`src/rtl/lc3_mem_ctrl.sv`:
```
// lc3_mem_ctrl: LC-3 memory / memory-mapped I/O access controller.
// Holds MAR/MDR and sequences fixed-latency external memory reads and writes.
// Decodes device registers at DEV_BASE and above:
//   KBSR xFE00, KBDR xFE02, DSR xFE04, DDR xFE06, MCR xFFFE.
// Generates r (ready) for the control FSM.
// Optional feature macro: LC3_MEM_INT_EN (registered keyboard interrupt request on kb_irq).
// Ports:
//   clk, rst_n                      clock, async active-low reset
//   bus_in, ld_mar, ld_mdr          system bus and register load enables
//   mio_en, r_w                     access start/hold, 1 = write
//   mar_out, mdr_out, r             register contents and access-complete flag
//   mem_addr, mem_wdata, mem_re,
//   mem_we, mem_rdata               external synchronous memory
//   kb_valid, kb_data               keyboard character input
//   disp_valid, disp_data,
//   disp_ready                      display character output
//   run, kb_irq                     MCR run bit, keyboard interrupt request
module lc3_mem_ctrl #(
    parameter int unsigned MEM_LATENCY = 2,
    parameter logic [15:0] DEV_BASE    = 16'hFE00
) (
    input  logic        clk,
    input  logic        rst_n,
    input  logic [15:0] bus_in,
    input  logic        ld_mar,
    input  logic        ld_mdr,
    input  logic        mio_en,
    input  logic        r_w,
    output logic [15:0] mar_out,
    output logic [15:0] mdr_out,
    output logic        r,
    output logic [15:0] mem_addr,
    output logic [15:0] mem_wdata,
    output logic        mem_re,
    output logic        mem_we,
    input  logic [15:0] mem_rdata,
    input  logic        kb_valid,
    input  logic [7:0]  kb_data,
    output logic        disp_valid,
    output logic [7:0]  disp_data,
    input  logic        disp_ready,
    output logic        run,
    output logic        kb_irq
);
    localparam int unsigned CNT_W     = (MEM_LATENCY > 1) ? $clog2(MEM_LATENCY) : 1;
    localparam logic [15:0] ADDR_KBSR = 16'hFE00;
    localparam logic [15:0] ADDR_KBDR = 16'hFE02;
    localparam logic [15:0] ADDR_DSR  = 16'hFE04;
    localparam logic [15:0] ADDR_DDR  = 16'hFE06;
    localparam logic [15:0] ADDR_MCR  = 16'hFFFE;

    typedef enum logic [1:0] {
        ST_IDLE = 2'd0,
        ST_MEM  = 2'd1,
        ST_DONE = 2'd2
    } state_e;

    state_e           state_q, state_d;
    logic [CNT_W-1:0] cnt_q, cnt_d;
    logic             r_q, r_d;
    logic             mem_re_q, mem_re_d;
    logic             mem_we_q, mem_we_d;

    logic [15:0] mar_q, mdr_q, mcr_q;
    logic        we_q;
    logic        kb_rdy_q, kb_ie_q;
    logic [7:0]  kbdr_q;
    logic        dsr_rdy_q, dsr_ie_q;
    logic        disp_valid_q;
    logic [7:0]  disp_data_q;

    logic        is_dev, start_mem, start_dev, mem_done;
    logic        dev_rd, dev_wr, ddr_take;
    logic [15:0] dev_rdata;

    assign is_dev    = (mar_q >= DEV_BASE);
    assign start_mem = (state_q == ST_IDLE) && mio_en && !is_dev;
    assign start_dev = (state_q == ST_IDLE) && mio_en && is_dev;
    assign mem_done  = (state_q == ST_MEM) && (cnt_q == '0);
    assign dev_rd    = start_dev && !r_w;
    assign dev_wr    = start_dev && r_w;
    // A DDR write is only accepted while the display is ready; otherwise it is dropped.
    assign ddr_take  = dev_wr && (mar_q == ADDR_DDR) && dsr_rdy_q;

    // State register and registered FSM outputs.
    always_ff @(posedge clk or negedge rst_n) begin
        if (!rst_n) begin
            state_q  <= ST_IDLE;
            cnt_q    <= '0;
            r_q      <= 1'b0;
            mem_re_q <= 1'b0;
            mem_we_q <= 1'b0;
        end else begin
            state_q  <= state_d;
            cnt_q    <= cnt_d;
            r_q      <= r_d;
            mem_re_q <= mem_re_d;
            mem_we_q <= mem_we_d;
        end
    end

    // Next-state logic.
    always_comb begin
        state_d = state_q;
        cnt_d   = cnt_q;
        unique case (state_q)
            ST_IDLE: begin
                if (start_mem) begin
                    state_d = ST_MEM;
                    cnt_d   = CNT_W'(MEM_LATENCY - 1);
                end else if (start_dev) begin
                    state_d = ST_DONE;
                end
            end
            ST_MEM: begin
                if (cnt_q == '0) state_d = ST_DONE;
                else             cnt_d   = cnt_q - CNT_W'(1);
            end
            ST_DONE: begin
                if (!mio_en) state_d = ST_IDLE;
            end
            default: state_d = ST_IDLE;
        endcase
    end

    // Output logic: strobes only in the first MEM cycle, ready only in DONE.
    always_comb begin
        r_d      = (state_d == ST_DONE);
        mem_re_d = start_mem && !r_w;
        mem_we_d = start_mem && r_w;
    end

    // Device register read mux.
    always_comb begin
        dev_rdata = 16'h0000;
        case (mar_q)
            ADDR_KBSR: dev_rdata = {kb_rdy_q, kb_ie_q, 14'h0000};
            ADDR_KBDR: dev_rdata = {8'h00, kbdr_q};
            ADDR_DSR:  dev_rdata = {dsr_rdy_q, dsr_ie_q, 14'h0000};
            ADDR_MCR:  dev_rdata = mcr_q;
            default:   dev_rdata = 16'h0000;
        endcase
    end

    // MAR/MDR and device registers.
    always_ff @(posedge clk or negedge rst_n) begin
        if (!rst_n) begin
            mar_q        <= 16'h0000;
            mdr_q        <= 16'h0000;
            we_q         <= 1'b0;
            kb_rdy_q     <= 1'b0;
            kb_ie_q      <= 1'b0;
            kbdr_q       <= 8'h00;
            dsr_rdy_q    <= 1'b1;
            dsr_ie_q     <= 1'b0;
            mcr_q        <= 16'h8000;
            disp_valid_q <= 1'b0;
            disp_data_q  <= 8'h00;
        end else begin
            if (ld_mar) mar_q <= bus_in;
            if (start_mem) we_q <= r_w;

            if (mem_done && !we_q && ld_mdr) mdr_q <= mem_rdata;
            else if (dev_rd && ld_mdr)       mdr_q <= dev_rdata;
            else if (ld_mdr && !mio_en)      mdr_q <= bus_in;

            // A new character wins over a simultaneous KBDR read.
            if (kb_valid) begin
                kb_rdy_q <= 1'b1;
                kbdr_q   <= kb_data;
            end else if (dev_rd && (mar_q == ADDR_KBDR)) begin
                kb_rdy_q <= 1'b0;
            end

            if (dev_wr && (mar_q == ADDR_KBSR)) kb_ie_q  <= mdr_q[14];
            if (dev_wr && (mar_q == ADDR_DSR))  dsr_ie_q <= mdr_q[14];
            if (dev_wr && (mar_q == ADDR_MCR))  mcr_q    <= mdr_q;

            if (ddr_take)        dsr_rdy_q <= 1'b0;
            else if (disp_ready) dsr_rdy_q <= 1'b1;

            disp_valid_q <= ddr_take;
            if (ddr_take) disp_data_q <= mdr_q[7:0];
        end
    end

`ifdef LC3_MEM_INT_EN
    logic kb_irq_q;

    // Keyboard interrupt request, one cycle behind KBSR.
    always_ff @(posedge clk or negedge rst_n) begin
        if (!rst_n) kb_irq_q <= 1'b0;
        else        kb_irq_q <= kb_rdy_q & kb_ie_q;
    end

    assign kb_irq = kb_irq_q;
`else
    assign kb_irq = 1'b0;
`endif

    assign mar_out    = mar_q;
    assign mdr_out    = mdr_q;
    assign r          = r_q;
    assign mem_addr   = mar_q;
    assign mem_wdata  = mdr_q;
    assign mem_re     = mem_re_q;
    assign mem_we     = mem_we_q;
    assign disp_valid = disp_valid_q;
    assign disp_data  = disp_data_q;
    assign run        = mcr_q[15];
endmodule

```
`config.mk`:
```
export PLATFORM = sky130hd
export DESIGN_NAME = lc3_mem_ctrl
export DESIGN_NICKNAME = d
export VERILOG_FILES = /design/src/rtl/lc3_mem_ctrl.sv
export SDC_FILE = /design/constraint.sdc
export NUM_CORES = 1
export LEC_CHECK = 0
export CELL_PAD_IN_SITES_DETAIL_PLACEMENT = 1
export CELL_PAD_IN_SITES_GLOBAL_PLACEMENT = 2
export CORE_ASPECT_RATIO = 0.7
export CORE_MARGIN = 10
export CORE_UTILIZATION = 29
export DETAILED_ROUTE_END_ITERATION = 8
export PLACE_DENSITY_LB_ADDON = 0.1
export SLEW_MARGIN = 40
export SYNTH_ARGS = -nofsm -noshare
export SYNTH_HDL_FRONTEND = slang
export SYNTH_SLANG_ARGS = --single-unit
```
`constraint.sdc`:
```
create_clock -name clk -period 2.5 [get_ports clk]
set_input_delay 0.5 -clock clk [delete_from_list [all_inputs] [get_ports clk]]
set_output_delay 0.5 -clock clk [all_outputs]
set_load 0.05 [all_outputs]
```
==> flow_summary.json <==
{
  "synth.area.top_cells": "sky130_fd_sc_hd__dfrtp_1 50%, sky130_fd_sc_hd__mux2_2 15%, sky130_fd_sc_hd__buf_4 6.9%, sky130_fd_sc_hd__a32oi_1 3.3%, sky130_fd_sc_hd__a211oi_1 1.8%",
  "std_cell_rows": 34,
  "crit_path_max_fanout": 10,
  "worstSetupEndpointType": "output pin",
  "static-leakage-power_uw": 0.002176,
  "globalRoute.totalOverflow": 0,
  "dr.pass1.iters": 4,
  "power.total_uw": 5247,
  "synth_top_cell_by_area": "sky130_fd_sc_hd__dfrtp_1",
  "drt-initial-drc-count": 107,
  "synth-warning-count": 0,
  "globalplace.congestion": 0.7582,
  "placed_area_sq_um": 4946,
  "fillCellCount": 1317,
  "final-setup-viol-count": 0,
  "fin_nets": 449,
  "number_of_buffers_added_to_fix_hold_violations_after_cts": 0,
  "wirelength_met1_microns": 5756,
  "post-place-ws_ns": 0.02282,
  "clock_insertion_delay_worst_skew_ns": 0.34,
  "wl_met3_microns": 866,
  "postSynth.topFlopCell": "sky130_fd_sc_hd__dfrtp_1",
  "effective_utilization_at_floorplan": 0.2961,
  "number_of_global_route_vias_before_repair": 3234,
  "maxCapViolations": 0,
  "drive_gt1_frac": 0.2438,
  "syn-mean-instance-area_sq_um": 12.51,
  "detailroute.via_count": 2834,
  "num_antenna_cells": 0,
  "viasPerCell": 4.989,
  "tns_ns": 0,
  "timing.critical_path.arrival_ns": 1.78,
  "synth_nets": 342,
  "time_the_final_worst_path_needs_with_i_o_delays_and_setup_ns": 2.283,
  "ys_seq_elements": 76,
  "number_of_buffers_and_inverters_on_the_critical_path": 1,
  "start_kind": "register",
  "postCtsSetupRepairBufs": 0,
  "hold_violations": 0,
  "detail_route.wirelength_microns": 12130,
  "worst_slew_margin": 0.5098,
  "clk_pin_slew_ns": 0.06,
  "max_freq_mhz": 438.1,
  "vdd_drop_max_mv": 0.5469,
  "clock_path_buffers": 2,
  "post_cts_resize_count": 0,
  "antenna_found_initial": 0,
  "grt_start_max_net_pins": 46,
  "area_growth_syn_to_layout_pct": 43.57,
  "postSynthCellCount": 294,
  "power_density_over_the_cells_nw_per_um2": 993.4,
  "route.detailed.drc": 0,
  "final_period_utilization": 0.9130,
  "clockRootBuffer": "sky130_fd_sc_hd__clkbuf_16",
  "port_buffers": 124,
  "synth_area_sq_um": 3679,
  "top_level_ports": 126,
  "ys_seq_area_frac": 0.5177,
  "kind_of_critical_path": "reg2out",
  "worst-endpoint-required_ns": 2.00,
  "final_antenna_net_count": 0,
  "core_region_area_sq_um": 12420,
  "wire_length_on_met2_microns": 5397,
  "detail_route.wl_per_cell_microns": 21.36,
  "crit_chain": "clkdlybuf4s50_1",
  "die_x_microns": 154.6,
  "sequential_cell_area_sq_um": 1904,
  "rsz0062_at_grt": "no",
  "tritoncts_clock_tree": "yes",
  "timing_worst_slew_pin_value_ns": 0.7304,
  "tritoncts_num_sinks": 76,
  "detailed_place_hpwl_microns": 9175,
  "die_height_microns": 114.2,
  "cts-htree-levels": 3,
  "die_area_sq_um": 17660,
  "number_of_buffers_created_by_cts": 9,
  "synth_largest_type_area_fraction": 0.5034,
  "number_of_unique_standard_cell_types_used_by_synthesis": 47,
  "post-route-cell-area_sq_um": 5281,
  "hold_slack_ns": 0.1737,
  "fraction_of_registers_with_async_set_reset": 1.000,
  "hold_class": "in2async",
  "highest_layer": "met4",
  "cpPeakStageDelay_ns": 0.89,
  "run_status": "finished, final reports clean",
  "final_max_slew_viol_count": 0,
  "worst_clock_skew_ns": 0.007358,
  "track_usage": 0.1381,
  "combined_area_of_the_multi_input_logic_cells_sq_um": 1464,
  "cpLargestDelayFamily": "buffers and inverters",
  "synth_edf_count": 0,
  "cp_slowest_cell": "sky130_fd_sc_hd__clkdlybuf4s50_1",
  "global_route_wire_length_before_repair_microns": 19070,
  "final_critical_path_setup_slack_ns": 0.2175
}
[metal layers]
metal  GRT usage  up-vias
met2      0.2110       78
met3     0.05143       12
met4     0.03515        0
li1            -     1292
met1      0.1803     1452
met5           0        -
[where the power goes]
part	total, uW	internal, uW	switching, uW
combinational	2110	721	1390
sequential	1690	1420	265
clock	1450	932	519
total	5250	3070	2170
[metrics by stage]
step | std cells | utilization
detailed placement | 552 | 0.3982
global placement | 552 | 0.3982
global route | 568 | 0.4252
floorplan | 294 | -
CTS | 568 | 0.4252
finish | 568 | 0.4252
[cell type report]
| type | count | area share |
|---|---|---|
| Multi-Input combinational cell | 172 | 0.2772 |
| Sequential cell | 76 | 0.3606 |
| Tap cell | 162 | 0.03838 |
| Clock inverter | 5 | 0.01564 |
| Clock buffer | 11 | 0.04786 |
| Timing Repair Buffer | 139 | 0.2582 |
| Inverter | 3 | 0.002132 |
[placed cells by master (no fill, tap or decap), types with 9 or more instances in the layout]
cell                              Yosys  layout
sky130_fd_sc_hd__a21oi_1              9       9
sky130_fd_sc_hd__a32oi_1             14      14
sky130_fd_sc_hd__buf_4               34      15
sky130_fd_sc_hd__o22ai_1             10      10
sky130_fd_sc_hd__mux2_2              48      48
sky130_fd_sc_hd__nor3_1               9       9
sky130_fd_sc_hd__clkbuf_16            0       9
sky130_fd_sc_hd__clkdlybuf4s50_1      0     123
sky130_fd_sc_hd__a211oi_1             9       9
sky130_fd_sc_hd__dfrtp_1             74      74
sky130_fd_sc_hd__nand3_1             11      11
[worst paths after layout]
check,from,end,slack [ns],cells after the start
setup / recovery,mar_out[2]$_DFFE_PN0P_,mem_addr[2],0.22,1
hold / removal,rst_n,mdr_out[12]$_DFFE_PN0P_,0.17,1
setup reg to reg,mar_out[6]$_DFFE_PN0P_,mdr_out[5]$_DFFE_PN0P_,0.48,4
hold reg to reg,kb_rdy_q$_DFFE_PN0P_,kb_rdy_q$_DFFE_PN0P_,0.47,1
max in group asynchronous,rst_n,mdr_out[3]$_DFFE_PN0P_,1.70,2
min in group clk,kb_rdy_q$_DFFE_PN0P_,kb_rdy_q$_DFFE_PN0P_,0.47,1
[sequential cells by signal, indices dropped and copies added (netlist names)]
| signal | count |
|---|---|
| state_q | 2 |
| dsr_ie_q | 1 |
| mem_we | 1 |
| we_q | 1 |
| mem_re | 1 |
| kbdr_q | 8 |
| cnt_q | 1 |
| r | 1 |
| mdr_out | 16 |
| dsr_rdy_q | 1 |
| disp_valid | 1 |
| mar_out | 16 |
| kb_ie_q | 1 |
| disp_data | 8 |
| mcr_q | 16 |
| kb_rdy_q | 1 |
[logic make-up after synthesis]
kind of cell           share of synthesized area
flip-flops                                0.5177
other                                   0.001019
buffers and inverters                    0.08435
multiplexers                              0.1592
AND/OR/NAND/NOR                           0.1214
AO/OA/AOI/OAI                             0.1163
[cell usage after synthesis, types with 3 or more instances]
cell                       number
sky130_fd_sc_hd__nor3_1         9
sky130_fd_sc_hd__o22ai_1       10
sky130_fd_sc_hd__dfrtp_1       74
sky130_fd_sc_hd__a211oi_1       9
sky130_fd_sc_hd__o21ai_1        3
sky130_fd_sc_hd__clkbuf_1       6
sky130_fd_sc_hd__a21oi_1        9
sky130_fd_sc_hd__o21ai_0        6
sky130_fd_sc_hd__mux2_1         4
sky130_fd_sc_hd__a32oi_1       14
sky130_fd_sc_hd__inv_1          3
sky130_fd_sc_hd__nor2_1         8
sky130_fd_sc_hd__buf_4         34
sky130_fd_sc_hd__nand4_1        3
sky130_fd_sc_hd__nor3_2         3
sky130_fd_sc_hd__nor4_4         3
sky130_fd_sc_hd__mux2_2        48
sky130_fd_sc_hd__nand3_1       11
(Power assumes the default switching activity.)
